### config.mk
export PLATFORM = sky130hd
export DESIGN_NAME = fetch_unit
export DESIGN_NICKNAME = d
export VERILOG_FILES = /design/src/rtl/fetch_unit.sv
export SDC_FILE = /design/constraint.sdc
export NUM_CORES = 1
export LEC_CHECK = 0
export BUFFER_PORTS_ARGS = -buffer_cell sky130_fd_sc_hd__buf_2
export CAP_MARGIN = 30
export CORE_ASPECT_RATIO = 1.4
export CORE_MARGIN = 8
export CORE_UTILIZATION = 52
export CTS_CLUSTER_SIZE = 28
export DETAILED_ROUTE_END_ITERATION = 12
export PLACE_DENSITY = 0.88
export SYNTH_ARGS = -nofsm -noshare
export SYNTH_HDL_FRONTEND = slang
export SYNTH_SLANG_ARGS = --single-unit
### constraint.sdc
create_clock -name clk -period 3.8 [get_ports clk]
set_input_delay 1.14 -clock clk [delete_from_list [all_inputs] [get_ports clk]]
set_output_delay 1.14 -clock clk [all_outputs]
set_load 0.05 [all_outputs]
### src/rtl/fetch_unit.sv
// -----------------------------------------------------------------------------
// fetch_unit -- instruction-fetch stage of the 16-bit MIPS core.
//
// Owns the program counter, presents it to the combinational instruction ROM
// (imem_pc -> imem_instr in the same cycle) and registers the returned word
// into the IF/ID pipeline register read by decode. Supports valid/ready
// backpressure, branch/jump redirect with flush, halting, and sticky fault
// flags for out-of-range fetches and misaligned redirect targets.
//
// Ports:
//   clk, rst_n           rising-edge clock, asynchronous active-low reset
//   fetch_en             leave IDLE and start fetching
//   halt_req             stop fetching (enter HALT)
//   redirect/redirect_pc taken branch/jump and its target
//   id_ready             decode accepts IF/ID this cycle
//   imem_pc/imem_instr   ROM address (== pc) and returned word
//   if_instr/if_pc/if_pc_next/if_valid  IF/ID pipeline register
//   fetch_state          00 IDLE, 01 RUN, 10 HALT
//   fetch_fault          sticky: out-of-range fetch attempted
//   misalign             sticky: redirect target had nonzero low bits
//
// Optional feature macro FETCH_PERF_EN: adds saturating 32-bit counters
//   perf_fetch_cnt (captures) and perf_stall_cnt (RUN cycles stalled by decode).
// -----------------------------------------------------------------------------
module fetch_unit #(
    parameter logic [15:0] RESET_PC   = 16'h0000,
    parameter logic [15:0] PC_STEP    = 16'd4,
    parameter logic [15:0] IMEM_BYTES = 16'd64
) (
    input  logic        clk,
    input  logic        rst_n,
    input  logic        fetch_en,
    input  logic        halt_req,
    input  logic        redirect,
    input  logic [15:0] redirect_pc,
    input  logic        id_ready,
    output logic [15:0] imem_pc,
    input  logic [15:0] imem_instr,
    output logic [15:0] if_instr,
    output logic [15:0] if_pc,
    output logic [15:0] if_pc_next,
    output logic        if_valid,
    output logic [1:0]  fetch_state,
    output logic        fetch_fault,
    output logic        misalign
`ifdef FETCH_PERF_EN
    ,
    output logic [31:0] perf_fetch_cnt,
    output logic [31:0] perf_stall_cnt
`endif
);

    typedef enum logic [1:0] {
        IDLE = 2'b00,
        RUN  = 2'b01,
        HALT = 2'b10
    } state_t;

    state_t      state_q, state_d;
    logic [15:0] pc_q, pc_d;
    logic [15:0] instr_q, instr_d;
    logic [15:0] ifpc_q, ifpc_d;
    logic [15:0] ifpcn_q, ifpcn_d;
    logic        valid_q, valid_d;
    logic        fault_q, fault_d;
    logic        misal_q, misal_d;
    logic        load;
    logic        capture;
    logic        stall;

    // IF/ID may be overwritten when empty or when decode is taking it now.
    assign load  = !valid_q || id_ready;
    assign stall = (state_q == RUN) && valid_q && !id_ready;

    always_ff @(posedge clk or negedge rst_n) begin
        if (!rst_n) begin
            state_q <= IDLE;
            pc_q    <= RESET_PC;
            instr_q <= '0;
            ifpc_q  <= '0;
            ifpcn_q <= '0;
            valid_q <= 1'b0;
            fault_q <= 1'b0;
            misal_q <= 1'b0;
        end else begin
            state_q <= state_d;
            pc_q    <= pc_d;
            instr_q <= instr_d;
            ifpc_q  <= ifpc_d;
            ifpcn_q <= ifpcn_d;
            valid_q <= valid_d;
            fault_q <= fault_d;
            misal_q <= misal_d;
        end
    end

    always_comb begin
        state_d = state_q;
        pc_d    = pc_q;
        instr_d = instr_q;
        ifpc_d  = ifpc_q;
        ifpcn_d = ifpcn_q;
        valid_d = valid_q;
        fault_d = fault_q;
        misal_d = misal_q;
        capture = 1'b0;

        case (state_q)
            IDLE: begin
                if (fetch_en) state_d = RUN;
            end
            RUN: begin
                if (redirect) begin
                    // Flush wins over both halt and a decode stall.
                    pc_d    = {redirect_pc[15:2], 2'b00};
                    valid_d = 1'b0;
                    if (redirect_pc[1:0] != 2'b00) misal_d = 1'b1;
                end else if (halt_req) begin
                    state_d = HALT;
                    if (load) valid_d = 1'b0;
                end else if (pc_q >= IMEM_BYTES) begin
                    fault_d = 1'b1;
                    state_d = HALT;
                    if (load) valid_d = 1'b0;
                end else if (load) begin
                    capture = 1'b1;
                    instr_d = imem_instr;
                    ifpc_d  = pc_q;
                    ifpcn_d = pc_q + PC_STEP;
                    valid_d = 1'b1;
                    pc_d    = pc_q + PC_STEP;
                end
            end
            HALT: begin
                // Only a redirect (restart path) or reset leaves HALT.
                if (redirect) begin
                    pc_d    = {redirect_pc[15:2], 2'b00};
                    valid_d = 1'b0;
                    state_d = RUN;
                    if (redirect_pc[1:0] != 2'b00) misal_d = 1'b1;
                end else if (valid_q && id_ready) begin
                    valid_d = 1'b0;
                end
            end
            default: begin
                state_d = IDLE;
                valid_d = 1'b0;
            end
        endcase
    end

    assign imem_pc     = pc_q;
    assign if_instr    = instr_q;
    assign if_pc       = ifpc_q;
    assign if_pc_next  = ifpcn_q;
    assign if_valid    = valid_q;
    assign fetch_state = state_q;
    assign fetch_fault = fault_q;
    assign misalign    = misal_q;

`ifdef FETCH_PERF_EN
    logic [31:0] fcnt_q, scnt_q;

    always_ff @(posedge clk or negedge rst_n) begin
        if (!rst_n) begin
            fcnt_q <= '0;
            scnt_q <= '0;
        end else begin
            if (capture && (fcnt_q != '1)) fcnt_q <= fcnt_q + 32'd1;
            if (stall && (scnt_q != '1))   scnt_q <= scnt_q + 32'd1;
        end
    end

    assign perf_fetch_cnt = fcnt_q;
    assign perf_stall_cnt = scnt_q;
`else
    logic unused_perf;
    assign unused_perf = capture ^ stall;
`endif

endmodule

==> impl_metrics.csv <==
group,metric,value,unit
yosys,async_flop_share,100,%
placed_design,hpwl,5180,µm
yosys,synth_seq_cells,63,
worst_setup_path,crit_path_end_kind,"flip-flop",
global_route,grt_first_pass_wirelength,10900,µm
placed_design,dp_slack,846,ps
clocking,cts_resized,0,
detailed_routing,via_count,2117,
global_route,first_global_vias,2330,
worst_setup_path,critPathLaunchType,"input port",
yosys,synth_area,2780,µm²
detailed_routing,drt_iter0_markers,137,
pwr,p_per_area,725,nW/µm²
placed_design,routabilityCongestion,0.911,
floorplan,core,5160,µm²
detailed_routing,postRouteAntennaNets,0,
flow_run,maxCapViolations,0,
timing,max_freq,375,MHz
floorplan,start_util,54.0,%
cells_and_area,drive_gt1_share,44.4,%
floorplan,die_h,103,µm
yosys,yosys_warnings,0,
timing,worstMarginPinSlew,759,ps
timing,hold_violations,0,
cells_and_area,mostFrequentLayoutCells,"buf_2, dfrtp_1, mux2_2",
yosys,synth_top_area_share,56.6,%
cells_and_area,area_growth,25.0,%
cells_and_area,final.fill_count,407,
cells_and_area,multi_input_area,1080,µm²
worst_setup_path,worst-path-buf-inv,2,
worst_hold_path,hold_class,"reg -> reg",
timing,setup_viol,0,
cells_and_area,diodes,0,
detailed_routing,routed.top_layer,"met4",
outcome,status,"finished clean",
worst_setup_path,path_class,"in -> reg",
detailed_routing,route.detailed.drc,0,
floorplan,ioPinCount,107,
global_route,grt.total_usage,17.4,%
yosys,synth_cells,230,
yosys,yosysTopAreaCell,"dfrtp_1",
pwr,p_leak,0.00194,µW
yosys,syn_avg_cell_area,12.1,µm²
clocking,cts_tree,"yes",
detailed_routing,wl_met3,663,µm
yosys,synthTopCellsByArea,"dfrtp_1, mux2_2, nor2b_1, ha_1, mux2i_1",
yosys,yosysSeqAreaShare,56.6,%
cells_and_area,finalNetCount,377,
timing,fin_skew,7.68,ps
cells_and_area,final-seq-area,1580,µm²
worst_setup_path,path_cells,"buf_2, nor3b_1, nand4_1, nor2_4, buf_12, mux2_2",
worst_setup_path,cp.depth,6,
worst_hold_path,min_path_cells,1,
floorplan,rows,31,
yosys,synth_edf_count,0,
worst_setup_path,crit_slowest_cell,"nor2_4",
clocking,root_buffer,"clkbuf_8",
worst_setup_path,crit_family,"simple AND/OR/NAND/NOR gates",
clocking,cts_setup_buffers,0,
worst_setup_path,r2r_cells,7,
timing,maxSlewViolCount,0,
timing,worst_slack,1140,ps
floorplan,design.die.area,7980,µm²
global_route,grt_overflow,0,
detailed_routing,wl_met1,2560,µm
detailed_routing,firstDrtPassIters,4,
floorplan,fp.dieW,77.8,µm
placed_design,io_buffers,100,
yosys,synth-main-ff-cell,"dfrtp_1",
clocking,clock_sinks,63,
cells_and_area,final_common_cell,"buf_2",
clocking,cts_buffer_depth,2,
worst_setup_path,cp_data_arrival_time,2880,ps
detailed_routing,dr_wl_met2,3470,µm
clocking,clkLatencyLatePin,330,ps
worst_setup_path,max_stage_delay,390,ps
clocking,cts_made_buffers,9,
detailed_routing,routed_wl,6800,µm
timing,rsz0062_at_grt,"false",
clocking,holdBufCountCts,0,
pwr,ir_worst_vdd,305,µV
clocking,cts_max_level,3,
worst_setup_path,cp_max_fo,33,
worst_setup_path,cp_data_required_time,4010,ps
detailed_routing,wl_per_cell,16.8,µm
timing,fin_crit,2660,ps
global_route,antenna_found_initial,0,
timing,tns,0,ps
timing,min_period_over_period,70.1,%
detailed_routing,routed_via_density,5.24,
timing,max-slew-margin-rel,48.8,%
global_route,grt_max_degree,34,
clocking,path_clk_slew,60,ps
yosys,synthDistinctLibCells,40,
[cells in the mapped netlist (2+ instances only)]
library cell and number:
buf_4 6, nor4_2 2, and3_1 3, xnor2_1 2, buf_6 4, nor4_1 2
nor2b_1 21, buf_2 2, o21ai_0 9, nand3b_1 2, dfrtp_1 63, mux2_2 25
nor3_1 4, nor3b_1 2, mux2i_1 7, nor2_1 5, inv_1 9, nand2b_1 6
a21oi_1 6, nand2_1 17, nand3_1 4, nand4_1 2, ha_1 6, o221ai_1 2
clkbuf_1 4
[layer usage]
metal	vias to the layer above	track usage, %
li1	977	-
met1	1036	17.8
met2	93	29.7
met3	11	8.03
met4	0	8.02
met5	-	0
[state kept, by name, indices dropped and copies added (netlist names)]
register / flops
if_instr: 16
misalign: 1
imem_pc: 14
fetch_fault: 1
if_pc_next: 14
fetch_state: 2
if_pc: 14
if_valid: 1
[per-stage QoR]
step	hold slack (ps)	instances	total power [µW]	utilization [%]	instance area, µm²
4_1_cts	470	404	2540	67.5	3480
5_1_grt	498	404	2660	67.5	3480
3_5_place_dp	451	388	2020	64.1	3310
3_3_place_gp	448	388	1990	64.1	3310
6_report	466	404	2520	67.5	3480
2_1_floorplan	761	235	1750	-	2800
[final timing paths]
path,from,end,slack (ps)
hold / removal,misalign,misalign,470
setup / recovery,redirect,if_instr[7],1140
max in group asynchronous,rst_n,if_pc_next[12],2350
hold reg to reg,misalign,misalign,470
min in group asynchronous,rst_n,imem_pc[12],760
setup reg to reg,fetch_state[1],if_instr[7],1270
[report_power, final]
| part | total, µW | switching [µW] | internal, µW |
|---|---|---|---|
| logic | 1070 | 767 | 304 |
| registers | 942 | 147 | 795 |
| clock network | 511 | 243 | 268 |
| total | 2520 | 1160 | 1370 |
[layout make-up]
cell class / instances / area share, %
timing repair buffer: 103 / 15.4
inverter: 9 / 0.971
tap: 66 / 2.37
clock buffer: 12 / 4.46
multi-input combinational: 147 / 30.9
clock inverter: 4 / 0.575
sequential: 63 / 45.3
[kinds of logic (layout without fill, tap and decap cells)]
group,after synthesis,after routing,share of synthesized area (%)
DFF,63,63,56.6
muxes,32,32,12.6
and+or+nand+nor,76,76,16.2
AOI/OAI and AO/OA,24,24,5.39
xor gates and xnor gates,3,3,0.944
buffers and inverters,25,128,5.35
adders and majority gates,6,6,2.70
other,1,6,0.135
[worst reg2reg max path, stage by stage (launching register included)]
cell     delay (ps)
dfrtp_1         420
inv_1            90
ha_1            310
nor3b_1         330
nand4_1         270
nor2_4          390
buf_12          240
mux2_2          360
Power figures use the tool's default switching activity.
